[src/rtl/dma_rd_data.sv]
// DMA read-data stage: accepts AXI R beats, checks them against the 256-beat burst split,
// and buffers them in a show-ahead FIFO feeding a valid/ready stream with a last marker.
module dma_rd_data #(
    parameter int ID_WIDTH   = 4,
    parameter int DATA_WIDTH = 64,
    parameter int SIZE_WIDTH = 16,
    parameter int FIFO_DEPTH = 16
) (
    input  logic                  clk,
    input  logic                  rst_n,
    input  logic                  start,
    input  logic [ID_WIDTH-1:0]   src_id,
    input  logic [SIZE_WIDTH-1:0] size,
    output logic                  busy,
    output logic                  done,
    output logic [2:0]            err_code,
    input  logic [ID_WIDTH-1:0]   M_AXI_RID,
    input  logic [DATA_WIDTH-1:0] M_AXI_RDATA,
    input  logic [1:0]            M_AXI_RRESP,
    input  logic                  M_AXI_RLAST,
    input  logic                  M_AXI_RVALID,
    output logic                  M_AXI_RREADY,
    output logic [DATA_WIDTH-1:0] out_data,
    output logic                  out_valid,
    input  logic                  out_ready,
    output logic                  out_last
);

    localparam int AW = $clog2(FIFO_DEPTH);
    localparam logic [AW:0] FULL_CNT = (AW+1)'(FIFO_DEPTH);

    localparam logic [1:0] S_IDLE  = 2'd0;
    localparam logic [1:0] S_RECV  = 2'd1;
    localparam logic [1:0] S_DRAIN = 2'd2;

    logic [1:0]            r_state;
    logic [ID_WIDTH-1:0]   r_id;
    logic [SIZE_WIDTH-1:0] r_size;
    logic [SIZE_WIDTH-1:0] r_beat_cnt;
    logic [2:0]            r_err;
    logic                  r_done;
    logic [DATA_WIDTH:0]   r_mem [FIFO_DEPTH];
    logic [AW-1:0]         r_wr_ptr;
    logic [AW-1:0]         r_rd_ptr;
    logic [AW:0]           r_count;

    logic                  w_start;
    logic                  w_full;
    logic                  w_push;
    logic                  w_pop;
    logic                  w_final_beat;
    logic                  w_exp_last;
    logic                  w_last_pop;
    logic [DATA_WIDTH:0]   w_head;

    assign w_start      = (r_state == S_IDLE) && start;
    assign w_full       = (r_count == FULL_CNT);
    assign M_AXI_RREADY = (r_state == S_RECV) && !w_full;
    assign w_push       = M_AXI_RVALID && M_AXI_RREADY;
    assign out_valid    = (r_count != '0);
    assign w_pop        = out_valid && out_ready;
    assign w_head       = r_mem[r_rd_ptr];
    // Head is masked while empty so the stream reads zero out of reset.
    assign out_data     = out_valid ? w_head[DATA_WIDTH-1:0] : '0;
    assign out_last     = out_valid && w_head[DATA_WIDTH];
    assign w_final_beat = (r_beat_cnt == r_size);
    assign w_exp_last   = (r_beat_cnt[7:0] == 8'hFF) || w_final_beat;
    assign w_last_pop   = (r_state == S_DRAIN) && w_pop && out_last;
    assign busy         = (r_state != S_IDLE);
    assign done         = r_done;
    assign err_code     = r_err;

    always_ff @(posedge clk or negedge rst_n) begin
        if (!rst_n) begin
            r_state    <= S_IDLE;
            r_id       <= '0;
            r_size     <= '0;
            r_beat_cnt <= '0;
            r_err      <= '0;
            r_done     <= 1'b0;
        end else begin
            r_done <= w_last_pop;
            case (r_state)
                S_IDLE: begin
                    if (w_start) begin
                        r_id       <= src_id;
                        r_size     <= size;
                        r_beat_cnt <= '0;
                        r_err      <= '0;
                        r_state    <= S_RECV;
                    end
                end
                S_RECV: begin
                    if (w_push) begin
                        r_beat_cnt <= r_beat_cnt + SIZE_WIDTH'(1);
                        r_err      <= r_err | {M_AXI_RID != r_id,
                                               M_AXI_RLAST != w_exp_last,
                                               M_AXI_RRESP != 2'b00};
                        if (w_final_beat) begin
                            r_state <= S_DRAIN;
                        end
                    end
                end
                S_DRAIN: begin
                    if (w_last_pop) begin
                        r_state <= S_IDLE;
                    end
                end
                default: r_state <= S_IDLE;
            endcase
        end
    end

    always_ff @(posedge clk or negedge rst_n) begin
        if (!rst_n) begin
            r_wr_ptr <= '0;
            r_rd_ptr <= '0;
            r_count  <= '0;
        end else begin
            if (w_push) begin
                r_wr_ptr <= r_wr_ptr + AW'(1);
            end
            if (w_pop) begin
                r_rd_ptr <= r_rd_ptr + AW'(1);
            end
            case ({w_push, w_pop})
                2'b10:   r_count <= r_count + (AW+1)'(1);
                2'b01:   r_count <= r_count - (AW+1)'(1);
                default: r_count <= r_count;
            endcase
        end
    end

    // Storage carries no reset; validity is tracked solely by the pointers and count.
    always_ff @(posedge clk) begin
        if (w_push) begin
            r_mem[r_wr_ptr] <= {w_final_beat, M_AXI_RDATA};
        end
    end

endmodule

[config.mk]
export PLATFORM = sky130hd
export DESIGN_NAME = dma_rd_data
export DESIGN_NICKNAME = d
export VERILOG_FILES = /design/src/rtl/dma_rd_data.sv
export SDC_FILE = /design/constraint.sdc
export NUM_CORES = 1
export LEC_CHECK = 0
export CELL_PAD_IN_SITES_DETAIL_PLACEMENT = 1
export CELL_PAD_IN_SITES_GLOBAL_PLACEMENT = 1
export CORE_UTILIZATION = 52
export CTS_CLUSTER_SIZE = 28
export DETAILED_ROUTE_END_ITERATION = 8
export GPL_TIMING_DRIVEN = 0
export PLACE_DENSITY_LB_ADDON = 0.1
export SYNTH_ARGS = -nofsm -noshare
export SYNTH_HDL_FRONTEND = slang
export SYNTH_SLANG_ARGS = --single-unit
[constraint.sdc]
create_clock -name clk -period 5 [get_ports clk]
set_input_delay 1.5 -clock clk [delete_from_list [all_inputs] [get_ports clk]]
set_output_delay 1.5 -clock clk [all_outputs]
set_load 0.02 [all_outputs]
==> flow_metrics.tcl <==
set metrics [dict create \
    ioPinCount 168 \
    cts_made_buffers 111 \
    fin_ws_ns 0.0849 \
    final_common_cell "edfxtp_1" \
    drt_iter0_drc 1973 \
    hold_start "r_id[3]$_DFFE_PN0P_" \
    skew_ns 0.0262 \
    cts_tree "built" \
    n_fill_cell 6421 \
    drcViolationCount 0 \
    ys_seq_area_share_pct 77.0 \
    track_usage_pct 26.0 \
    drtAntennaViolNets 0 \
    routedWlPerCell_um 32.0 \
    async_flop_share_pct 5.02 \
    grt_pass1_vias 22100 \
    via_count 20125 \
    path_max_fanout 10 \
    layout-drive-gt1-share_pct 27.1 \
    end_kind "output pin" \
    final_cell_mix "1,040 x edfxtp_1, 324 x mux4_2, 127 x clkdlybuf4s50_1" \
    h-tree-depth 3 \
    critical_path_class "flip-flop to output pin" \
    cts_hold_buffers 0 \
    tightestPinTransition_ns 1.34 \
    rows 104 \
    post-place-ws_ns -0.434 \
    startpoint_type "flip-flop" \
    drv_slew 0 \
    cts_setup_buffers 0 \
    synth.distinct_cells 50 \
    synth_edf_count 1040 \
    yosys_warnings 0 \
    ir_drop_mv 0.444 \
    rsz0062_at_grt "no" \
    first_pass_iters 7 \
    min_period_over_period_pct 98.3 \
    outcome "finished, final reports clean" \
    fin_tns_setup_ns 0 \
    routed_wirelength_mm 105 \
    clk_pin_slew_ns 0.06 \
    antenna_found_initial 9 \
    clock_sinks 1095 \
    power.density_mw_per_mm2 602 \
    reg2reg_to "r_mem[2][13]$_DFFE_PP_" \
    syn-num-nets 1932 \
    final_core_util_pct 62.0 \
    holdPathStages 2 \
    core_mm2 0.0805 \
    setup_viol 0 \
    clk_path_buf_depth 3 \
    avgSynthCellArea_um2 23.2 \
    cp_data_required_time_ns 3.50 \
    grt.overflow.total 0 \
    maxCapViolCount 0 \
    start_util_pct 52.6 \
    ys_seq_elements 1095 \
    cts_root_buf "clkbuf_16" \
    r2r_start "r_count[1]$_DFFE_PN0P_" \
    p_leak_nw 16.3 \
    die_w_um 287 \
    hold_path_end "r_id[3]$_DFFE_PN0P_" \
    hold_ws_ns 0.491 \
    hold_viol 0 \
    globalplace.congestion 0.761 \
    port-buffer-count 167 \
    postSynthCellCount 1827 \
    die_area_mm2 0.0826 \
    grt_max_degree 43 \
    r2r_setup_slack_ns 1.49 \
    final_nets 2229 \
    syn2layout_area_growth_pct 17.8 \
    arrival_ns 3.42 \
    min_period_ns 4.92 \
    hold_class "flip-flop to flip-flop" \
    worstRegToRegCells 9 \
    synth_area_mm2 0.0424 \
    dieHeight_um 287 \
    place_hpwl_mm 58.9 \
    grt_first_pass_wirelength_mm 152 \
    ys.flop_type "edfxtp_1" \
    via_per_inst 6.14 \
    max_clock_freq_mhz 203 \
    slew_headroom_pct 10.7 \
    clock_latency_ns 0.67 \
]
-- state kept, by name, indices dropped and copies added, names as in the netlist --
signal	cells
r_mem	1040
err_code	3
r_id	4
r_state	2
r_size	16
r_count	5
r_beat_cnt	16
r_wr_ptr	4
done	1
r_rd_ptr	4
-- how the worst max path moves through the flow --
stage,startpoint,end,slack [ns]
after CTS,r_rd_ptr[0]$_DFFE_PN0P_,out_data[14],-0.02
final,r_rd_ptr[0]$_DFFE_PN0P_,out_data[60],0.08
after floorplan,M_AXI_RVALID,r_mem[4][0]$_DFFE_PP_,0.88
after global routing,r_rd_ptr[0]$_DFFE_PN0P_,out_data[35],0.0009
after global placement,M_AXI_RVALID,r_mem[3][11]$_DFFE_PP_,-1.99
after detailed placement,r_count[1]$_DFFE_PN0P_,out_data[45],-0.43
-- final cells by class --
cell class	count	area, um^2	share of cell area (%)
well taps	1060	1330	2.66
flip-flops and latches	1095	32600	65.3
clock inverters	69	634	1.27
plain buffers	93	900	1.80
repair buffers	185	2180	4.36
multi-input cells	630	9300	18.6
diodes	1	2.50	0.00501
inverters	8	30.0	0.0602
clock buffers	139	2950	5.90
-- worst max-delay path, stage by stage (launching register included) --
cell and delay (ns):
dfrtp_1 0.40, buf_6 0.19, buf_12 0.22, buf_8 0.21, mux4_2 0.52, mux4_2 0.46, and2_1 0.17, clkdlybuf4s50_1 0.55
-- per-layer routing --
metal / GRT usage (%) / vias to the layer above / wire length [um]
met4: 6.22 / 10 / 1830
met3: 3.81 / 140 / 6210
met2: 44.2 / 699 / 54300
li1: - / 8288 / -
met5: 0 / - / 64
met1: 35.9 / 10988 / 42600
-- what timing repair did --
action	CTS	global route
endpoints found under the hold margin	0	0
resized for setup	155	37
setup endpoints to repair	65	29
gates cloned	0	0
-- stage by stage --
step	cells	power, mW	area, um^2
2_1_floorplan	1827	17.9	42400
3_3_place_gp	3054	21.7	45400
3_5_place_dp	3072	21.9	45900
4_1_cts	3279	30.3	49800
5_1_grt	3279	31.1	49900
6_report	3280	30.0	49900
-- cell families after synthesis --
| logic type | Yosys count | share of synthesized area [%] |
|---|---|---|
| buf+inv | 102 | 1.28 |
| fa+ha+maj | 9 | 0.266 |
| simple gates | 223 | 2.84 |
| mux | 328 | 17.3 |
| xor+xnor | 45 | 0.930 |
| flops | 1095 | 77.0 |
| compound gates | 25 | 0.410 |
-- where the power goes --
| group | switching [mW] | internal (mW) | leakage [nW] | total [mW] |
|---|---|---|---|---|
| Combinational | 5.35 | 4.99 | 4.45 | 10.3 |
| Sequential | 0.392 | 11.1 | 10.1 | 11.5 |
| Clock | 3.43 | 4.77 | 1.75 | 8.20 |
-- synthesized netlist by cell type (7+ instances only) --
library cell	count	area share [%]
nand4_1	8	0.12
inv_1	7	0.062
nand2_1	74	0.66
ha_1	9	0.27
dfrtp_1	55	3.2
buf_1	7	0.062
clkbuf_1	46	0.41
buf_4	20	0.35
buf_6	9	0.24
and2_1	78	1.2
mux4_2	324	17
xnor2_1	39	0.81
buf_2	12	0.14
nor2_1	24	0.21
edfxtp_1	1040	74
No activity file was read; power rests on OpenSTA's default activity.
